--- src/rtl/gf_arith_if.sv ---
// Request/response bundle of the GF(2^m) arithmetic engine.
// The master drives the request side and the slave drives the results.
interface gf_arith_if #(
    parameter int M_MAX = 10
);
    logic             i_start;
    logic [1:0]       i_code;
    logic [1:0]       i_op;
    logic [M_MAX-1:0] i_a;
    logic [M_MAX-1:0] i_b;
    logic             o_busy;
    logic             o_done;
    logic             o_err;
    logic [M_MAX-1:0] o_result;

    modport master (
        output i_start, i_code, i_op, i_a, i_b,
        input  o_busy, o_done, o_err, o_result
    );

    modport slave (
        input  i_start, i_code, i_op, i_a, i_b,
        output o_busy, o_done, o_err, o_result
    );
endinterface

--- src/rtl/gf_arith_unit.sv ---
// GF(2^m) multiply / square / Fermat inverse for m = 6, 8, 10.
// Built on a digit-serial shift-and-add core that consumes DIGIT bits of b per cycle.
module gf_arith_unit #(
    parameter int M_MAX = 10,
    parameter int DIGIT = 1
) (
    input  logic       i_clk,
    input  logic       i_rst,
    gf_arith_if.slave  bus
);
    typedef enum logic [2:0] {S_IDLE, S_MUL, S_INV_SQ, S_INV_MUL, S_DONE} state_t;

    localparam logic [1:0] OP_MUL = 2'd0;
    localparam logic [1:0] OP_INV = 2'd2;
    localparam logic [1:0] OP_BAD = 2'd3;
    localparam logic [1:0] CODE_BAD = 2'd3;

    function automatic logic [3:0] code_m(input logic [1:0] code);
        case (code)
            2'd0:    return 4'd6;
            2'd1:    return 4'd8;
            2'd2:    return 4'd10;
            default: return 4'd0;
        endcase
    endfunction

    function automatic logic [M_MAX:0] code_poly(input logic [1:0] code);
        case (code)
            2'd0:    return (M_MAX+1)'(11'h043);
            2'd1:    return (M_MAX+1)'(11'h11D);
            2'd2:    return (M_MAX+1)'(11'h409);
            default: return {(M_MAX+1){1'b0}};
        endcase
    endfunction

    function automatic logic [M_MAX-1:0] field_mask(input logic [3:0] m);
        logic [M_MAX-1:0] r;
        for (int i = 0; i < M_MAX; i++) begin
            r[i] = (i < int'(m));
        end
        return r;
    endfunction

    // Multiply by x; bit m can only be set after the shift, so one conditional XOR reduces it.
    function automatic logic [M_MAX-1:0] xtime(input logic [M_MAX-1:0] v, input logic [3:0] m,
                                                input logic [M_MAX:0] poly);
        logic [M_MAX:0] t;
        t = {v, 1'b0};
        t = t[m] ? (t ^ poly) : t;
        return t[M_MAX-1:0];
    endfunction

    state_t           state_q;
    logic [3:0]       m_q;
    logic [M_MAX:0]   poly_q;
    logic [3:0]       cnt_q;
    logic [3:0]       round_q;
    logic [M_MAX-1:0] sq_q;
    logic [M_MAX-1:0] inv_acc_q;
    logic [M_MAX-1:0] core_acc_q, core_sh_q, core_b_q;
    logic [M_MAX-1:0] core_acc_d, core_sh_d, core_b_d;
    logic             o_busy_q, o_done_q, o_err_q;
    logic [M_MAX-1:0] o_result_q;

    logic [3:0]       cap_m_s;
    logic [M_MAX-1:0] cap_mask_s, a_m_s, b_m_s;
    logic [3:0]       l_last_s;
    logic             last_s;
    logic             req_err_s;

    assign cap_m_s    = code_m(bus.i_code);
    assign cap_mask_s = field_mask(cap_m_s);
    assign a_m_s      = bus.i_a & cap_mask_s;
    assign b_m_s      = bus.i_b & cap_mask_s;
    assign req_err_s  = (bus.i_code == CODE_BAD) || (bus.i_op == OP_BAD) ||
                        ((bus.i_op == OP_INV) && (a_m_s == {M_MAX{1'b0}}));
    assign l_last_s   = 4'((int'(m_q) + DIGIT - 1) / DIGIT - 1);
    assign last_s     = (cnt_q == l_last_s);

    // One core step: DIGIT shift-and-add iterations over the low bits of b.
    always_comb begin
        core_acc_d = core_acc_q;
        core_sh_d  = core_sh_q;
        core_b_d   = core_b_q;
        for (int j = 0; j < DIGIT; j++) begin
            core_acc_d = core_acc_d ^ (core_b_d[0] ? core_sh_d : {M_MAX{1'b0}});
            core_sh_d  = xtime(core_sh_d, m_q, poly_q);
            core_b_d   = core_b_d >> 1;
        end
    end

    // Control FSM, operand sequencing and registered outputs.
    always_ff @(posedge i_clk) begin
        if (i_rst) begin
            state_q    <= S_IDLE;
            m_q        <= 4'd0;
            poly_q     <= {(M_MAX+1){1'b0}};
            cnt_q      <= 4'd0;
            round_q    <= 4'd0;
            sq_q       <= {M_MAX{1'b0}};
            inv_acc_q  <= {M_MAX{1'b0}};
            core_acc_q <= {M_MAX{1'b0}};
            core_sh_q  <= {M_MAX{1'b0}};
            core_b_q   <= {M_MAX{1'b0}};
            o_busy_q   <= 1'b0;
            o_done_q   <= 1'b0;
            o_err_q    <= 1'b0;
            o_result_q <= {M_MAX{1'b0}};
        end else begin
            o_done_q <= (state_q == S_DONE);
            case (state_q)
                S_IDLE: begin
                    if (bus.i_start) begin
                        o_result_q <= {M_MAX{1'b0}};
                        o_busy_q   <= 1'b1;
                        m_q        <= cap_m_s;
                        poly_q     <= code_poly(bus.i_code);
                        cnt_q      <= 4'd0;
                        round_q    <= 4'd1;
                        sq_q       <= a_m_s;
                        inv_acc_q  <= {{(M_MAX-1){1'b0}}, 1'b1};
                        core_acc_q <= {M_MAX{1'b0}};
                        core_sh_q  <= a_m_s;
                        core_b_q   <= (bus.i_op == OP_MUL) ? b_m_s : a_m_s;
                        o_err_q    <= req_err_s;
                        if (req_err_s) begin
                            state_q <= S_DONE;
                        end else if (bus.i_op == OP_INV) begin
                            state_q <= S_INV_SQ;
                        end else begin
                            state_q <= S_MUL;
                        end
                    end else begin
                        o_busy_q <= 1'b0;
                    end
                end
                S_MUL: begin
                    core_acc_q <= core_acc_d;
                    core_sh_q  <= core_sh_d;
                    core_b_q   <= core_b_d;
                    cnt_q      <= cnt_q + 4'd1;
                    if (last_s) begin
                        o_result_q <= core_acc_d;
                        state_q    <= S_DONE;
                    end else begin
                        state_q <= S_MUL;
                    end
                end
                S_INV_SQ: begin
                    core_acc_q <= core_acc_d;
                    core_sh_q  <= core_sh_d;
                    core_b_q   <= core_b_d;
                    cnt_q      <= cnt_q + 4'd1;
                    if (last_s) begin
                        sq_q       <= core_acc_d;
                        core_acc_q <= {M_MAX{1'b0}};
                        core_sh_q  <= inv_acc_q;
                        core_b_q   <= core_acc_d;
                        cnt_q      <= 4'd0;
                        state_q    <= S_INV_MUL;
                    end else begin
                        state_q <= S_INV_SQ;
                    end
                end
                S_INV_MUL: begin
                    core_acc_q <= core_acc_d;
                    core_sh_q  <= core_sh_d;
                    core_b_q   <= core_b_d;
                    cnt_q      <= cnt_q + 4'd1;
                    if (last_s) begin
                        inv_acc_q <= core_acc_d;
                        if (round_q == m_q - 4'd1) begin
                            o_result_q <= core_acc_d;
                            state_q    <= S_DONE;
                        end else begin
                            round_q    <= round_q + 4'd1;
                            core_acc_q <= {M_MAX{1'b0}};
                            core_sh_q  <= sq_q;
                            core_b_q   <= sq_q;
                            cnt_q      <= 4'd0;
                            state_q    <= S_INV_SQ;
                        end
                    end else begin
                        state_q <= S_INV_MUL;
                    end
                end
                S_DONE: begin
                    o_busy_q <= 1'b0;
                    state_q  <= S_IDLE;
                end
                default: begin
                    o_busy_q <= 1'b0;
                    state_q  <= S_IDLE;
                end
            endcase
        end
    end

    assign bus.o_busy   = o_busy_q;
    assign bus.o_done   = o_done_q;
    assign bus.o_err    = o_err_q;
    assign bus.o_result = o_result_q;
endmodule

--- src/flat_wrapper.sv ---
// flat-port wrapper written by rule: the top's interface ports become plain ports
module gf_arith_unit_flat 
#(
    parameter int M_MAX = 10,
    parameter int DIGIT = 1
)
  (i_clk, i_rst, bus_i_start, bus_i_code, bus_i_op, bus_i_a, bus_i_b, bus_o_busy, bus_o_done, bus_o_err, bus_o_result);
  gf_arith_if #(.M_MAX(M_MAX)) bus_i ();
  input  logic i_clk;
  input  logic i_rst;
  input wire logic [$bits(bus_i.i_start)-1:0] bus_i_start;
  input wire logic [$bits(bus_i.i_code)-1:0] bus_i_code;
  input wire logic [$bits(bus_i.i_op)-1:0] bus_i_op;
  input wire logic [$bits(bus_i.i_a)-1:0] bus_i_a;
  input wire logic [$bits(bus_i.i_b)-1:0] bus_i_b;
  output wire logic [$bits(bus_i.o_busy)-1:0] bus_o_busy;
  output wire logic [$bits(bus_i.o_done)-1:0] bus_o_done;
  output wire logic [$bits(bus_i.o_err)-1:0] bus_o_err;
  output wire logic [$bits(bus_i.o_result)-1:0] bus_o_result;
  assign bus_i.i_start = bus_i_start;
  assign bus_i.i_code = bus_i_code;
  assign bus_i.i_op = bus_i_op;
  assign bus_i.i_a = bus_i_a;
  assign bus_i.i_b = bus_i_b;
  assign bus_o_busy = bus_i.o_busy;
  assign bus_o_done = bus_i.o_done;
  assign bus_o_err = bus_i.o_err;
  assign bus_o_result = bus_i.o_result;
  gf_arith_unit #(.M_MAX(M_MAX), .DIGIT(DIGIT)) u_core (.i_clk(i_clk), .i_rst(i_rst), .bus(bus_i));
endmodule
--- config.mk ---
export PLATFORM = sky130hd
export DESIGN_NAME = gf_arith_unit_flat
export DESIGN_NICKNAME = d
export VERILOG_FILES = /design/src/rtl/gf_arith_if.sv /design/src/rtl/gf_arith_unit.sv /design/src/flat_wrapper.sv
export SDC_FILE = /design/constraint.sdc
export NUM_CORES = 1
export LEC_CHECK = 0
export BUFFER_PORTS_ARGS = -buffer_cell sky130_fd_sc_hd__clkbuf_2
export CORE_MARGIN = 3
export CORE_UTILIZATION = 43
export CTS_CLUSTER_DIAMETER = 40
export DETAILED_ROUTE_END_ITERATION = 7
export PLACE_DENSITY_LB_ADDON = 0.08
export RECOVER_POWER = 50
export SYNTH_ARGS = -nofsm -noshare
export SYNTH_HDL_FRONTEND = slang
export SYNTH_SLANG_ARGS = --single-unit
--- constraint.sdc ---
create_clock -name i_clk -period 2.9 [get_ports i_clk]
set_input_delay 0.29 -clock i_clk [delete_from_list [all_inputs] [get_ports i_clk]]
set_output_delay 0.29 -clock i_clk [all_outputs]
set_load 0.05 [all_outputs]
==> summary.txt, run 1 <==
Floorplan
  • Core area: 9460 um^2
  • Starting Density: 0.452
  • Die ar.: 11200 um^2
  • Top Ports: 40
  • Row count: 35
  • Die Ht: 106 um
  • Chip width: 106 um

Drt
  • Final wirelength: 12300 um
  • Wirelength per Cell: 17.5 um
  • Via count: 4025
  • DRC errors left: 0
  • Antenna Violating Nets Remaining: 0
  • Drt pass-1 iters: 5
  • Initial DRC count: 368
  • DR vias/cell: 5.74

Clock tree
  • Root buffer cell: clkbuf_8
  • # hold bufs at CTS: 0
  • Clock latency on the worst-skew pair: 0.35 ns
  • Clock sinks: 79
  • CTS tree: yes
  • Post-CTS setup buffer count: 0
  • TritonCTS Buffers: 9
  • CTS max path bufs: 2
  • Worst-path clk slew: 0.08 ns
  • H-tree depth: 3
  • Post-CTS sizing: 0

Power
  • Leak: 1.77 nW
  • Peak VDD IR: 0.222 mV
  • PD cells: 527 nW/um^2

Setup path
  • Critical Path Fanout Max: 20
  • CP Launch Type: register
  • CP endpoint kind: register
  • Crit path buf inv count: 2
  • Slowest CP cell: dfxtp_1
  • Top cell by count, worst path: a21oi_1
  • Crit path DAT: 2.87 ns
  • Crit Path Class: reg -> reg
  • Delay of the slowest critical-path stage: 0.55 ns
  • Worst EP required: 3.18 ns
  • Top Family by Delay on Critical Path: compound AO/OA/AOI/OAI gates
  • Cell Chain, Critical Path: inv_1 > or3_1 > a311oi_1 > buf_4 > a21oi_1 > a211o_1 > a21oi_1

STA
  • Final Cycle Share: 0.894
  • RSZ-0062 raised after global routing: no
  • Final hold vios: 0
  • Fin. max-slew vios: 0
  • Count of final setup violators: 0
  • Minimum hold slack: 0.315 ns
  • Fmax: 386 MHz
  • Setup_tns: 0 ns
  • Measured slew at the worst slew-check pin: 1.01 ns
  • Clk_skew: 0.0116 ns
  • Crit path time final: 2.59 ns
  • Worst rel slew slack: 0.329

Placed design
  • Post-DP HPWL: 8900 um
  • PortBufs: 39
  • GP Congestion: 0.879
  • Placed insts: 685

Final layout
  • Share of layout cells above drive strength 1: 0.115
  • Syn-to-layout area delta: 11.4%
  • Nets@finish: 602
  • FILL cells: 946
  • Post-layout utilization of the core: 0.503
  • Final cell count without fillers: 701
  • Total inserted antenna cells: 0

Synthesis
  • Post-synthesis sequential area ratio: 0.370
  • Syn_area_per_cell: 7.96 um^2
  • Main flop type after synthesis: dfxtp_1
  • Synth Register Bits: 79
  • Syn Inst Count: 537
  • Cell Area, Synth: 4270 um^2
  • Distinct cell type count after synthesis: 55
  • Synthesized Nets: 572
  • Post-synth EDFFs: 0
  • Synth warnings: 0
  • Ys async rst share: 0

Global route
  • Grt ovf: 0
  • Largest net degree at the start of global routing: 36
  • Number of global-route vias before repair: 3763
  • Antenna violations before repair: 0
  • GRT Util Overall: 0.224
  • First-pass GRT wire length: 19900 um

Status
  • Run status: completed

Min path
  • Min-Delay Path Class: in -> reg

Flow run
  • Max-cap violations: 0
## through the flow
step	total power, mW	instance area (um^2)	setup WS [ns]
6_report	2.51	4760	0.308
4_1_cts	2.53	4800	0.362
2_1_floorplan	1.54	4270	0.617
3_5_place_dp	1.69	4600	0.393
3_3_place_gp	1.69	4600	0.456
5_1_grt	2.63	4760	0.120
## metal layers
layer | vias to the layer above | routed length (um) | share of wire | track usage
met1 | 1881 | 6010 | 0.49 | 0.337
li1 | 1960 | - | - | -
met5 | - | 0 | 0 | 0
met3 | 13 | 936 | 0.076 | 0.0423
met2 | 171 | 5190 | 0.42 | 0.327
met4 | 0 | 136 | 0.011 | 0.0564
## worst register-to-register path, stage by stage, from the launching register on
cell      delay, ns
dfxtp_1        0.55
inv_1          0.12
or3_1          0.52
a311oi_1       0.44
buf_4          0.33
a21oi_1        0.13
a211o_1        0.32
a21oi_1        0.12
## area by class of cell
type | instances | area [um^2] | share of cell area
Multi-Input combinational cell | 411 | 2480 | 0.522
Sequential cell | 79 | 1580 | 0.332
Timing Repair Buffer | 57 | 303 | 0.0636
Tap cell | 129 | 161 | 0.0339
Clock buffer | 10 | 128 | 0.0268
Clock inverter | 6 | 68.8 | 0.0145
Inverter | 9 | 33.8 | 0.00710
## power breakdown
part | switching, mW | total [mW] | internal [mW]
combinational | 0.290 | 0.462 | 0.171
clock | 0.436 | 0.841 | 0.405
sequential | 0.0635 | 1.21 | 1.14
total | 0.790 | 2.51 | 1.72
## synthesized netlist by cell type, types with 2 or more instances
cell type / instances / area (um^2)
a211oi_1: 11 / 82.6
a21boi_0: 4 / 30.0
a21oi_1: 43 / 215
a221o_1: 7 / 70.1
a221oi_1: 11 / 96.3
a222oi_1: 2 / 20.0
a22oi_1: 11 / 82.6
a2bb2oi_1: 2 / 17.5
a311oi_1: 5 / 43.8
a31oi_1: 6 / 37.5
and3b_1: 2 / 17.5
buf_2: 7 / 35.0
buf_4: 2 / 15.0
clkbuf_1: 27 / 101
dfxtp_1: 79 / 1580
ha_1: 8 / 100
inv_1: 9 / 33.8
mux2_2: 3 / 33.8
mux2i_1: 11 / 110
nand2_1: 70 / 263
nand2b_1: 16 / 100
nand3_1: 6 / 30.0
nand4_1: 2 / 12.5
nor2_1: 70 / 263
nor2b_1: 7 / 43.8
nor3_1: 28 / 140
nor3b_1: 2 / 15.0
o211ai_1: 2 / 15.0
o21ai_0: 19 / 95.1
o22ai_1: 7 / 43.8
or2_2: 4 / 25.0
or3_1: 2 / 12.5
xnor2_1: 15 / 131
xor2_1: 16 / 140
## cell families after synthesis
group	synth area share
and+or+nand+nor	0.234
AOI/OAI and AO/OA	0.218
DFF	0.370
buffers and inverters	0.0468
xor gates and xnor gates	0.0744
muxes	0.0337
adders and majority gates	0.0234
## registers in the layout, indices dropped and copies added (netlist names)
signal               count
u_core.core_sh_q        10
u_core.bus.o_busy        1
u_core.bus.o_result     10
u_core.m_q               2
u_core.core_b_q         10
u_core.bus.o_err         1
u_core.core_acc_q       10
u_core.bus.o_done        1
u_core.round_q           4
u_core.state_q           3
u_core.poly_q            3
u_core.cnt_q             4
u_core.sq_q             10
u_core.inv_acc_q        10
## layout by cell type (no fill, tap or decap), drive strengths merged, types with 3 or more instances in the layout
cell type	count
inv	11
a21boi	4
a21oi	43
mux2i	11
mux2	3
dfxtp	79
nand2	71
a221o	7
a22oi	11
a311oi	5
o21ai	19
nand3	6
xnor2	15
nand4	3
nor2b	7
nor2	70
a31oi	6
nor3	29
buf	15
xor2	16
a211oi	11
ha	8
clkbuf	52
o22ai	7
a221oi	11
or2	5
nand2b	16
## worst paths after layout
kind                                         from                          endpoint  slack, ns  cells after the start
setup / recovery   u_core.state_q[1]$_SDFFE_PP0N_  u_core.core_sh_q[6]$_SDFFE_PP0P_       0.31                      7
hold / removal                         bus_i_a[7]       u_core.sq_q[7]$_SDFFE_PP0P_       0.32                      3
setup reg to reg   u_core.state_q[1]$_SDFFE_PP0N_  u_core.core_sh_q[6]$_SDFFE_PP0P_       0.31                      7
hold reg to reg   u_core.core_b_q[9]$_SDFFE_PP0P_   u_core.core_b_q[9]$_SDFFE_PP0P_       0.46                      2
Power figures use the tool's default switching activity.
==> run 2, diff against run 1 <==
PLACE_DENSITY_LB_ADDON = unset   (was 0.08)
==> summary.txt, run 2 (synthesized netlist as in run 1, its figures left out) <==
Floorplan
  • Core area: 9460 um^2
  • Top Ports: 40
  • Starting Density: 0.452
  • Die Ht: 106 um
  • Row count: 35
  • Die ar.: 11200 um^2
  • Chip width: 106 um

Placed design
  • Pre-CTS WS: 0.306 ns
  • Post-DP HPWL: 9070 um
  • PortBufs: 39
  • GP Congestion: 0.882

Setup path
  • Worst EP required: 3.20 ns
  • Critical Path Fanout Max: 10
  • Worst r2r dst: u_core.bus.o_result[1]$_SDFFE_PP0P_
  • RR Startpoint: u_core.m_q[2]$_SDFFE_PP0P_
  • CP endpoint kind: register
  • CP Launch Type: register
  • Crit Path Class: reg -> reg
  • Setup crit start: u_core.m_q[2]$_SDFFE_PP0P_
  • FF-to-FF setup slack: 0.34 ns
  • Worst r2r path cells: 9
  • Crit path DAT: 2.86 ns

Final layout
  • Nets@finish: 602
  • Total inserted antenna cells: 0
  • Leading cell type in the layout, fill and taps excluded: dfxtp_1
  • Syn-to-layout area delta: 12.4%
  • Share of layout cells above drive strength 1: 0.122
  • Commonest cells after routing, fill and taps aside: 79 x dfxtp_1, 70 x nand2_1, 70 x nor2_1

STA
  • Count of final setup violators: 0
  • Final WS setup: 0.339 ns
  • Clk_skew: 0.0164 ns
  • Final hold vios: 0
  • Fin. max-slew vios: 0
  • Final Cycle Share: 0.883
  • Setup_tns: 0 ns
  • Worst rel slew slack: 0.277
  • Measured slew at the worst slew-check pin: 1.08 ns
  • Crit path time final: 2.56 ns
  • RSZ-0062 raised after global routing: no
  • Fmax: 391 MHz

Drt
  • Initial DRC count: 355
  • Via count: 4117
  • DRC errors left: 0
  • WL met2: 5920 um
  • Wirelength per Cell: 17.7 um
  • Metal-1 WL: 5380 um
  • Final wirelength: 12400 um
  • Highest Signal Layer: met4
  • Met3 wire length: 655 um
  • Antenna Violating Nets Remaining: 0
  • DR vias/cell: 5.87
  • Drt pass-1 iters: 6

Power
  • PD cells: 546 nW/um^2
  • Peak VDD IR: 0.305 mV
  • Leak: 1.79 nW

Min path
  • Hold Crit Start: bus_i_b[2]
  • Min-Delay Path Class: in -> reg
  • Hold depth: 5
  • Hold Path End: u_core.core_b_q[2]$_SDFFE_PP0P_

Clock tree
  • Clock latency on the worst-skew pair: 0.37 ns
  • CTS max path bufs: 2
  • CTS tree: yes
  • Worst-path clk slew: 0.10 ns
  • Post-CTS sizing: 0
  • Root buffer cell: clkbuf_8
  • Post-CTS setup buffer count: 0
  • H-tree depth: 3
  • Clock sinks: 79
  • TritonCTS Buffers: 9
  • # hold bufs at CTS: 0

Global route
  • Number of global-route vias before repair: 3870
  • Grt ovf: 0
  • Antenna violations before repair: 0
  • GRT Util Overall: 0.226
  • First-pass GRT wire length: 20000 um
  • Largest net degree at the start of global routing: 33

Flow run
  • Max-cap violations: 0

Status
  • Run status: completed
[run 2: cell types whose count changed in the layout (fill, tap and decap cells not counted), sizes merged]
cell and delta:
bufinv +1, clkbuf -2, buf +1
[run 2: layout make-up]
cell class / count / area [um^2]
fillers: 988 / 4650
clock buffers: 9 / 124
repair buffers: 57 / 308
well taps: 129 / 161
flip-flops and latches: 79 / 1580
inverters: 9 / 33.8
multi-input cells: 411 / 2490
clock inverters: 7 / 105
[run 2: critical path: stages (launching register included)]
cell,delay [ns]
dfxtp_1,0.38
inv_1,0.07
ha_1,0.32
xor2_1,0.18
nand4_2,0.25
or2_2,0.37
nand2b_1,0.18
a21oi_1,0.25
buf_4,0.27
mux2i_1,0.22
[run 2: power breakdown]
part / leakage [nW] / switching, mW / internal (mW)
logic: 1.03 / 0.285 / 0.172
clock network: 0.112 / 0.458 / 0.496
registers: 0.645 / 0.0665 / 1.14
[run 2: per-layer routing]
metal | GRT usage | vias up
li1 | - | 1972
met1 | 0.287 | 1979
met2 | 0.372 | 130
met4 | 0.0981 | 0
met5 | 0 | -
met3 | 0.0459 | 36
[run 2: worst max-delay path by stage]
stage / end / depth (start not counted)
2_1_floorplan: u_core.core_b_q[2]$_SDFFE_PP0P_ / 10
3_3_place_gp: u_core.bus.o_result[2]$_SDFFE_PP0P_ / 9
3_5_place_dp: u_core.bus.o_result[1]$_SDFFE_PP0P_ / 9
4_1_cts: u_core.bus.o_result[1]$_SDFFE_PP0P_ / 9
5_1_grt: u_core.bus.o_result[3]$_SDFFE_PP0P_ / 9
6_report: u_core.bus.o_result[1]$_SDFFE_PP0P_ / 9
[run 2: per-stage QoR]
| step | utilization | power (mW) | std cells | instance area (um^2) | hold WS [ns] |
|---|---|---|---|---|---|
| after detailed placement | 0.487 | 1.69 | 685 | 4600 | 0.457 |
| final | 0.508 | 2.62 | 701 | 4800 | 0.300 |
| after global placement | 0.487 | 1.69 | 685 | 4600 | 0.448 |
| after floorplan | - | 1.54 | 537 | 4270 | 0.432 |
| after global routing | 0.508 | 2.74 | 701 | 4800 | 0.319 |
| after CTS | 0.511 | 2.64 | 701 | 4830 | 0.288 |
